`config.mk`:
```
export PLATFORM = sky130hd
export DESIGN_NAME = sr_jk_ff_bank
export DESIGN_NICKNAME = d
export VERILOG_FILES = /design/src/rtl/sr_jk_ff_bank.sv
export SDC_FILE = /design/constraint.sdc
export NUM_CORES = 1
export LEC_CHECK = 0
export BUFFER_PORTS_ARGS = -buffer_cell sky130_fd_sc_hd__clkbuf_2
export CORE_UTILIZATION = 54
export CTS_BUF_LIST = sky130_fd_sc_hd__clkbuf_4 sky130_fd_sc_hd__clkbuf_8
export DETAILED_ROUTE_END_ITERATION = 8
export PLACE_DENSITY = 0.85
export RECOVER_POWER = 100
export SLEW_MARGIN = 25
export SYNTH_ARGS = -nofsm -noshare
export SYNTH_HDL_FRONTEND = slang
export SYNTH_SLANG_ARGS = --single-unit
export TNS_END_PERCENT = 100
```
`constraint.sdc`:
```
create_clock -name clk -period 1.9 [get_ports clk]
set_input_delay 0.095 -clock clk [delete_from_list [all_inputs] [get_ports clk]]
set_output_delay 0.095 -clock clk [all_outputs]
set_load 0.05 [all_outputs]
```
`src/rtl/sr_jk_ff_bank.sv`:
```
// sr_jk_ff_bank: WIDTH independent flip-flops sharing one clock and a run-time
// mode select (SR, JK, D, T). SR forbidden inputs hold state, raise a one-cycle
// illegal pulse and bump a saturating counter. qn is a true registered
// complement, and chg flags which bits changed on the last edge.
module sr_jk_ff_bank #(
   parameter int WIDTH = 8,
   parameter int CNT_W = 8
) (
   input  logic             clk,
   input  logic             rst,
   input  logic             en,
   input  logic [1:0]       mode,
   input  logic [WIDTH-1:0] a,
   input  logic [WIDTH-1:0] b,
   input  logic             cnt_clr,
   output logic [WIDTH-1:0] q,
   output logic [WIDTH-1:0] qn,
   output logic [WIDTH-1:0] chg,
   output logic             illegal,
   output logic [CNT_W-1:0] illegal_cnt
);

   typedef enum logic [1:0] {
      MODE_SR = 2'b00,
      MODE_JK = 2'b01,
      MODE_D  = 2'b10,
      MODE_T  = 2'b11
   } mode_t;

   localparam logic [CNT_W-1:0] CNT_MAX = '1;
   localparam logic [CNT_W-1:0] CNT_ONE = {{(CNT_W-1){1'b0}}, 1'b1};

   logic [WIDTH-1:0] q_next;
   logic             fire;

   // Per-bit next-state function for the currently selected mode.
   always_comb begin
      q_next = q;
      for (int i = 0; i < WIDTH; i++) begin
         case (mode_t'(mode))
            MODE_SR: begin
               case ({a[i], b[i]})
                  2'b01:   q_next[i] = 1'b0;
                  2'b10:   q_next[i] = 1'b1;
                  // 2'b11 is forbidden: hold, flagged separately
                  default: q_next[i] = q[i];
               endcase
            end
            MODE_JK: begin
               case ({a[i], b[i]})
                  2'b01:   q_next[i] = 1'b0;
                  2'b10:   q_next[i] = 1'b1;
                  2'b11:   q_next[i] = ~q[i];
                  default: q_next[i] = q[i];
               endcase
            end
            MODE_D:  q_next[i] = a[i];
            default: q_next[i] = q[i] ^ a[i];
         endcase
      end
   end

   // Forbidden SR input on any bit; several bits in one cycle count once.
   always_comb begin
      fire = en & (mode == MODE_SR) & (|(a & b));
   end

   // Flip-flop state, complement and change strobes.
   always_ff @(posedge clk) begin
      if (rst) begin
         q   <= '0;
         qn  <= '1;
         chg <= '0;
      end else if (en) begin
         q   <= q_next;
         qn  <= ~q_next;
         chg <= q_next ^ q;
      end else begin
         chg <= '0;
      end
   end

   // Illegal pulse and saturating counter; a clear wins over a same-cycle fire.
   always_ff @(posedge clk) begin
      if (rst) begin
         illegal     <= 1'b0;
         illegal_cnt <= '0;
      end else begin
         illegal <= fire;
         if (cnt_clr) begin
            illegal_cnt <= '0;
         end else if (fire && (illegal_cnt != CNT_MAX)) begin
            illegal_cnt <= illegal_cnt + CNT_ONE;
         end
      end
   end

endmodule

```
== Word level (Yosys, flattened, before mapping) ==
Index checks and enable logic that the tools add are counted.
Cells by class
  mux-type cells: 24
  eq/ne operators: 27
  reduce and logical (&&, ||, !) cells: 5
  bitwise operators: 22
  $add $sub $neg: 1
Operator list (number)
  1-bit case mux with 3 select lines: 16
  2-bit equality test, second input constant: 17
  2-bit by 1-bit equality test with 1-bit output, second input constant: 9
  1-bit case mux with 2 select lines: 8
  1-bit inverter: 9
  8-bit by 1-bit adder with 8-bit output, second input constant: 1
  8-bit AND: 1
  8-bit != test, second input constant: 1
  8-bit inverter: 1
  8-bit OR reduction: 1
  1-bit XOR: 8
  8-bit XOR: 1
  2-bit OR reduction: 2
  1-bit AND: 2
  2-bit logical NOT: 1
  1-bit logical AND: 1
Word-level totals
  register bits after elaboration: 33

== Depth between registers and ports, before layout ==
  word-level depth: 4
  gate-level depth with buffers: 8
  depth with buffers taken out: 6

== Worst setup path before layout ==
Ideal clock, no wire load.
  kind: register -> register
  from: register illegal_cnt[0]
  to: register illegal_cnt[5]
  setup slack: 0.214 ns
  arrival: 1.556 ns
  stages on the path, launching flop included: 6
  path through: dfxtp_1 -> ha_1 -> nand4_1 -> or2_2 -> nand4b_1 -> a21oi_1
On the way
  cells in the longest elaborated chain, start to end: 2
Ends and longest elaborated chain
  start, declared: RTL line 20  | output logic [CNT_W-1:0] illegal_cnt
  start signal, assigned: RTL line 93  | illegal_cnt <= illegal_cnt + CNT_ONE;
  branches (longest 2 deep; another with 8-bit by 1-bit adder with 8-bit output)
Parallel ways; which one is timed is not known.
A chain may end at the register's enable or synchronous reset.

== Worst setup path in the final report ==
  from: input mode[1]
  to: register qn[5]
On the way
  cells in the longest elaborated chain, start to end: 3
Ends and longest elaborated chain
  start, declared: RTL line 12  | input logic [1:0] mode,
  2-bit equality test (tied with other cells): RTL line 40  | case (mode_t'(mode))
  1-bit case mux with 3 select lines *: RTL line 40
  8-bit inverter *: RTL line 76  | qn <= ~q_next;
  end signal, assigned: RTL line 76
  end, declared: RTL line 17  | output logic [WIDTH-1:0] qn,
Mark *: on every way between the ends. The rest lies on a longest branch, timed or not.

==> summary.md <==
| Metric | Value |
|---|---|
| Final hold violation count | `0` |
| Final setup vio count | `0` |
| Clock power frac | `28.6%` |
| Crit path cell chain | `clkbuf_1 > buf_4 > mux2i_1 > mux2i_1 > a2111oi_0 > nor2_1` |
| H-Tree Depth | `2` |
| Slew headroom | `between 50 and 60%` |
| DR DRC count | `0` |
| Status | `completed` |
| Core ar. | `~3500 um2` |
| Worst Path Max Fanout | `9` |
| Gate power share | `25.6%` |
| I/O pins | `55` |
| Remaining antenna violation count | `0` |
| Fmax | `617 MHz` |
| All-Layer GR Usage | `25.6%` |
| Slowest CP cell | `a2111oi_0` |
| Drt via density | `5.86` |
| FF-to-FF path depth | `5` |
| Maxcap violations | `0` |
| VDD IR max | `around 360 uV` |
| Layout cells sized above 1 | `9.18%` |
| Area taken by multi-input logic gates | `1280 um2` |
| NetSw | `0.574 mW` |
| RSZ-0062 raised after global routing | `false` |
| Die height | `roughly 64 um` |
| Critical Path Source | `mode[1]` |
| Worst-Skew Late Latency | `approximately 0.28 ns` |
| CP peak stage delay | `0.66 ns` |
| Pwr per Cell Area | `710 nW/um2` |
| RR Startpoint | `illegal_cnt[0]` |
| Initial detailed-routing violation count | `around 120` |
| FF/Latch Area | `661 um2` |
| Synth warn | `0` |
| Post-Syn Instances | `240` |
| Initial DRT Pass Iterations | `4` |
| CTS buffer count | `5` |
| Routed WL per cell | `14.0 um` |
| DRT met1 WL | `2040 um` |
| Top layer in use | `met4` |
| Worst Setup EP | `qn[5]` |
| Final Skew | `0.000757 ns` |
| Crit path DAT | `~1.8 ns` |
| Largest net degree at the start of global routing | `25` |
| Hpwl dp | `approximately 3600 um` |
| DR vias | `about 2,000` |
| Row count | `21` |
| Worst path most repeated cell | `mux2i_1` |
| Flops & latches, synth | `33` |
| Pins over their slew limit | `0` |
| Hold Crit Class | `primary input to register` |
| Post_cts resized | `0` |
| Cts hold-fix bufs | `0` |
| First-pass GRT wire length | `roughly 8100 um` |
| Die area | `~4000 um2` |
| Port bufs | `54` |
| Clk pin slew, worst setup/hold paths | `about 0.07 ns` |
| Critical Path RT | `around 2.1 ns` |
| Register area share after synthesis | `32.3%` |
| Antenna cells | `0` |
| Fill cell count | `330` |
| Vias in the first global route | `~1,800` |
| Hold_ws | `about 0.048 ns` |
| Worst slew pin tran | `~0.67 ns` |
| Overflow after GRT | `0` |
| Post-Syn Area | `roughly 2000 um2` |
| CTS root buf | `clkbuf_8` |
| CP startpoint kind | `primary input` |
| Syn avg cell area | `about 8.5 um2` |
| Sink Count | `33` |
| Total Wirelength | `4770 um` |
| Switching Share | `about a third` |
| Met2 routed WL | `~2300 um` |
| Die W | `63.5 um` |
| Nets | `between 300 and 400` |
| Area Growth Syn to Fin | `15.7%` |
| Sequential Power Share | `45.8%` |
| Period utilization | `85.3%` |
| Metal3 WL | `about 340 um` |
| Syn nets | `between 200 and 300` |
| P_leak | `between 0.9 and 1 nW` |
| Initial Util | `between 50% and 60%` |
| R2R setup slack | `~0.38 ns` |
| Core Util, Final | `about two thirds` |
| Post-CTS setup buffers | `0` |
| Cell-internal power | `1.10 mW` |
| Clk buf depth | `2` |
| Min Tclk post-route | `between 1.5 and 2 ns` |
| Crit path kind | `primary input to register` |
| RD Place Congestion | `between 0.8 and 0.9` |
| CTS tree | `yes` |
| Fin Setup TNS | `0 ns` |
| Initial antenna violation count | `0` |
| Unique masters post-synth | `32` |
| RR Endpoint | `illegal_cnt[4]` |
| Worst setup EP type | `register` |
## through the flow
stage	power, mW	instances	setup WS [ns]	instance area [um2]
3_5_place_dp	1.23	334	0.148	2340
4_1_cts	1.70	340	0.403	2420
5_1_grt	1.76	340	0.162	2360
6_report	1.68	340	0.279	2360
2_1_floorplan	1.10	240	0.214	2040
3_3_place_gp	1.21	334	0.294	2340
## registers in the layout, indices dropped and copies added, names as in the netlist
signal	cells
illegal	1
qn	8
illegal_cnt	8
q	8
chg	8
## cells in the mapped netlist
master,instances,area (um2)
nand4b_1,1,8.76
o211ai_1,2,15.0
nor4_1,3,18.8
ha_1,17,213
nand2b_1,9,56.3
a211o_1,1,8.76
nand3_1,3,15.0
buf_2,2,10.0
nand4_1,1,6.26
nand2_1,5,18.8
nor2_1,30,113
and4b_1,1,10.0
or3_1,10,62.6
a21oi_1,13,65.1
and3_1,1,6.26
or4_1,2,15.0
nor3_1,10,50.1
nor3b_1,16,120
o21ai_0,12,60.1
o311ai_0,1,8.76
a2111oi_0,8,70.1
or2_2,3,18.8
clkbuf_1,4,15.0
dfxtp_1,33,661
buf_1,2,7.51
o41ai_1,2,17.5
a21o_1,8,60.1
inv_1,10,37.5
a211oi_1,10,75.1
mux2i_1,16,160
or2_1,1,6.26
buf_6,3,33.8
## cells in the final DEF (no fill, tap or decap), drive strengths merged, types with 5 or more instances in the layout
cell and instances:
nand2 5, inv 10, o21ai 12, ha 17, a211oi 10, a21o 8
a21oi 13, nor2 30, or3 10, dfxtp 33, nor3 10, buf 5
mux2i 16, nand2b 9, clkbuf 59, a2111oi 8, nor3b 16
## cell type report
type,instances,area share [%]
Clock buffer,5,2.91
Clock inverter,1,0.212
Inverter,10,1.59
Multi-Input combinational cell,186,54.1
Sequential cell,33,27.9
Tap cell,46,2.43
Timing Repair Buffer,59,10.8
## critical path, delay by kind of cell
family	cells	cell delay, ns
AO/OA/AOI/OAI	1	0.66
buffers and inverters	2	0.58
AND/OR/NAND/NOR	1	0.10
multiplexers	2	0.33
## layer usage
| layer | global-route usage, % | vias to the layer above |
|---|---|---|
| met5 | 0 | - |
| met4 | 9.09 | 0 |
| met3 | 6.34 | 7 |
| met2 | 42.7 | 67 |
| met1 | 31.5 | 927 |
| li1 | - | 990 |
## cells by family after synthesis
group | count (synthesis) | synth area share, %
AO/OA/AOI/OAI | 57 | 18.6
flip-flops | 33 | 32.3
multiplexers | 16 | 7.84
adder cells (fa/ha/maj) | 17 | 10.4
AND/OR/NAND/NOR | 96 | 25.7
buffers and inverters | 21 | 5.08
## worst min-delay path by stage
stage | from | endpoint | slack, ns | depth (start not counted)
floorplan | rst | illegal | 0.17 | 1
global placement | rst | illegal | 0.34 | 2
detailed placement | rst | illegal | 0.34 | 2
CTS | rst | illegal | 0.04 | 2
global route | rst | illegal | 0.05 | 2
finish | rst | illegal | 0.05 | 2
## power groups by stage
stage	registers, mW	logic (mW)	clock network [mW]
after floorplan	0.919	0.183	0
after global placement	0.782	0.431	0
after detailed placement	0.783	0.442	0
after CTS	0.768	0.443	0.488
after global routing	0.775	0.467	0.523
final	0.768	0.430	0.480
Power figures use the tool's default switching activity.
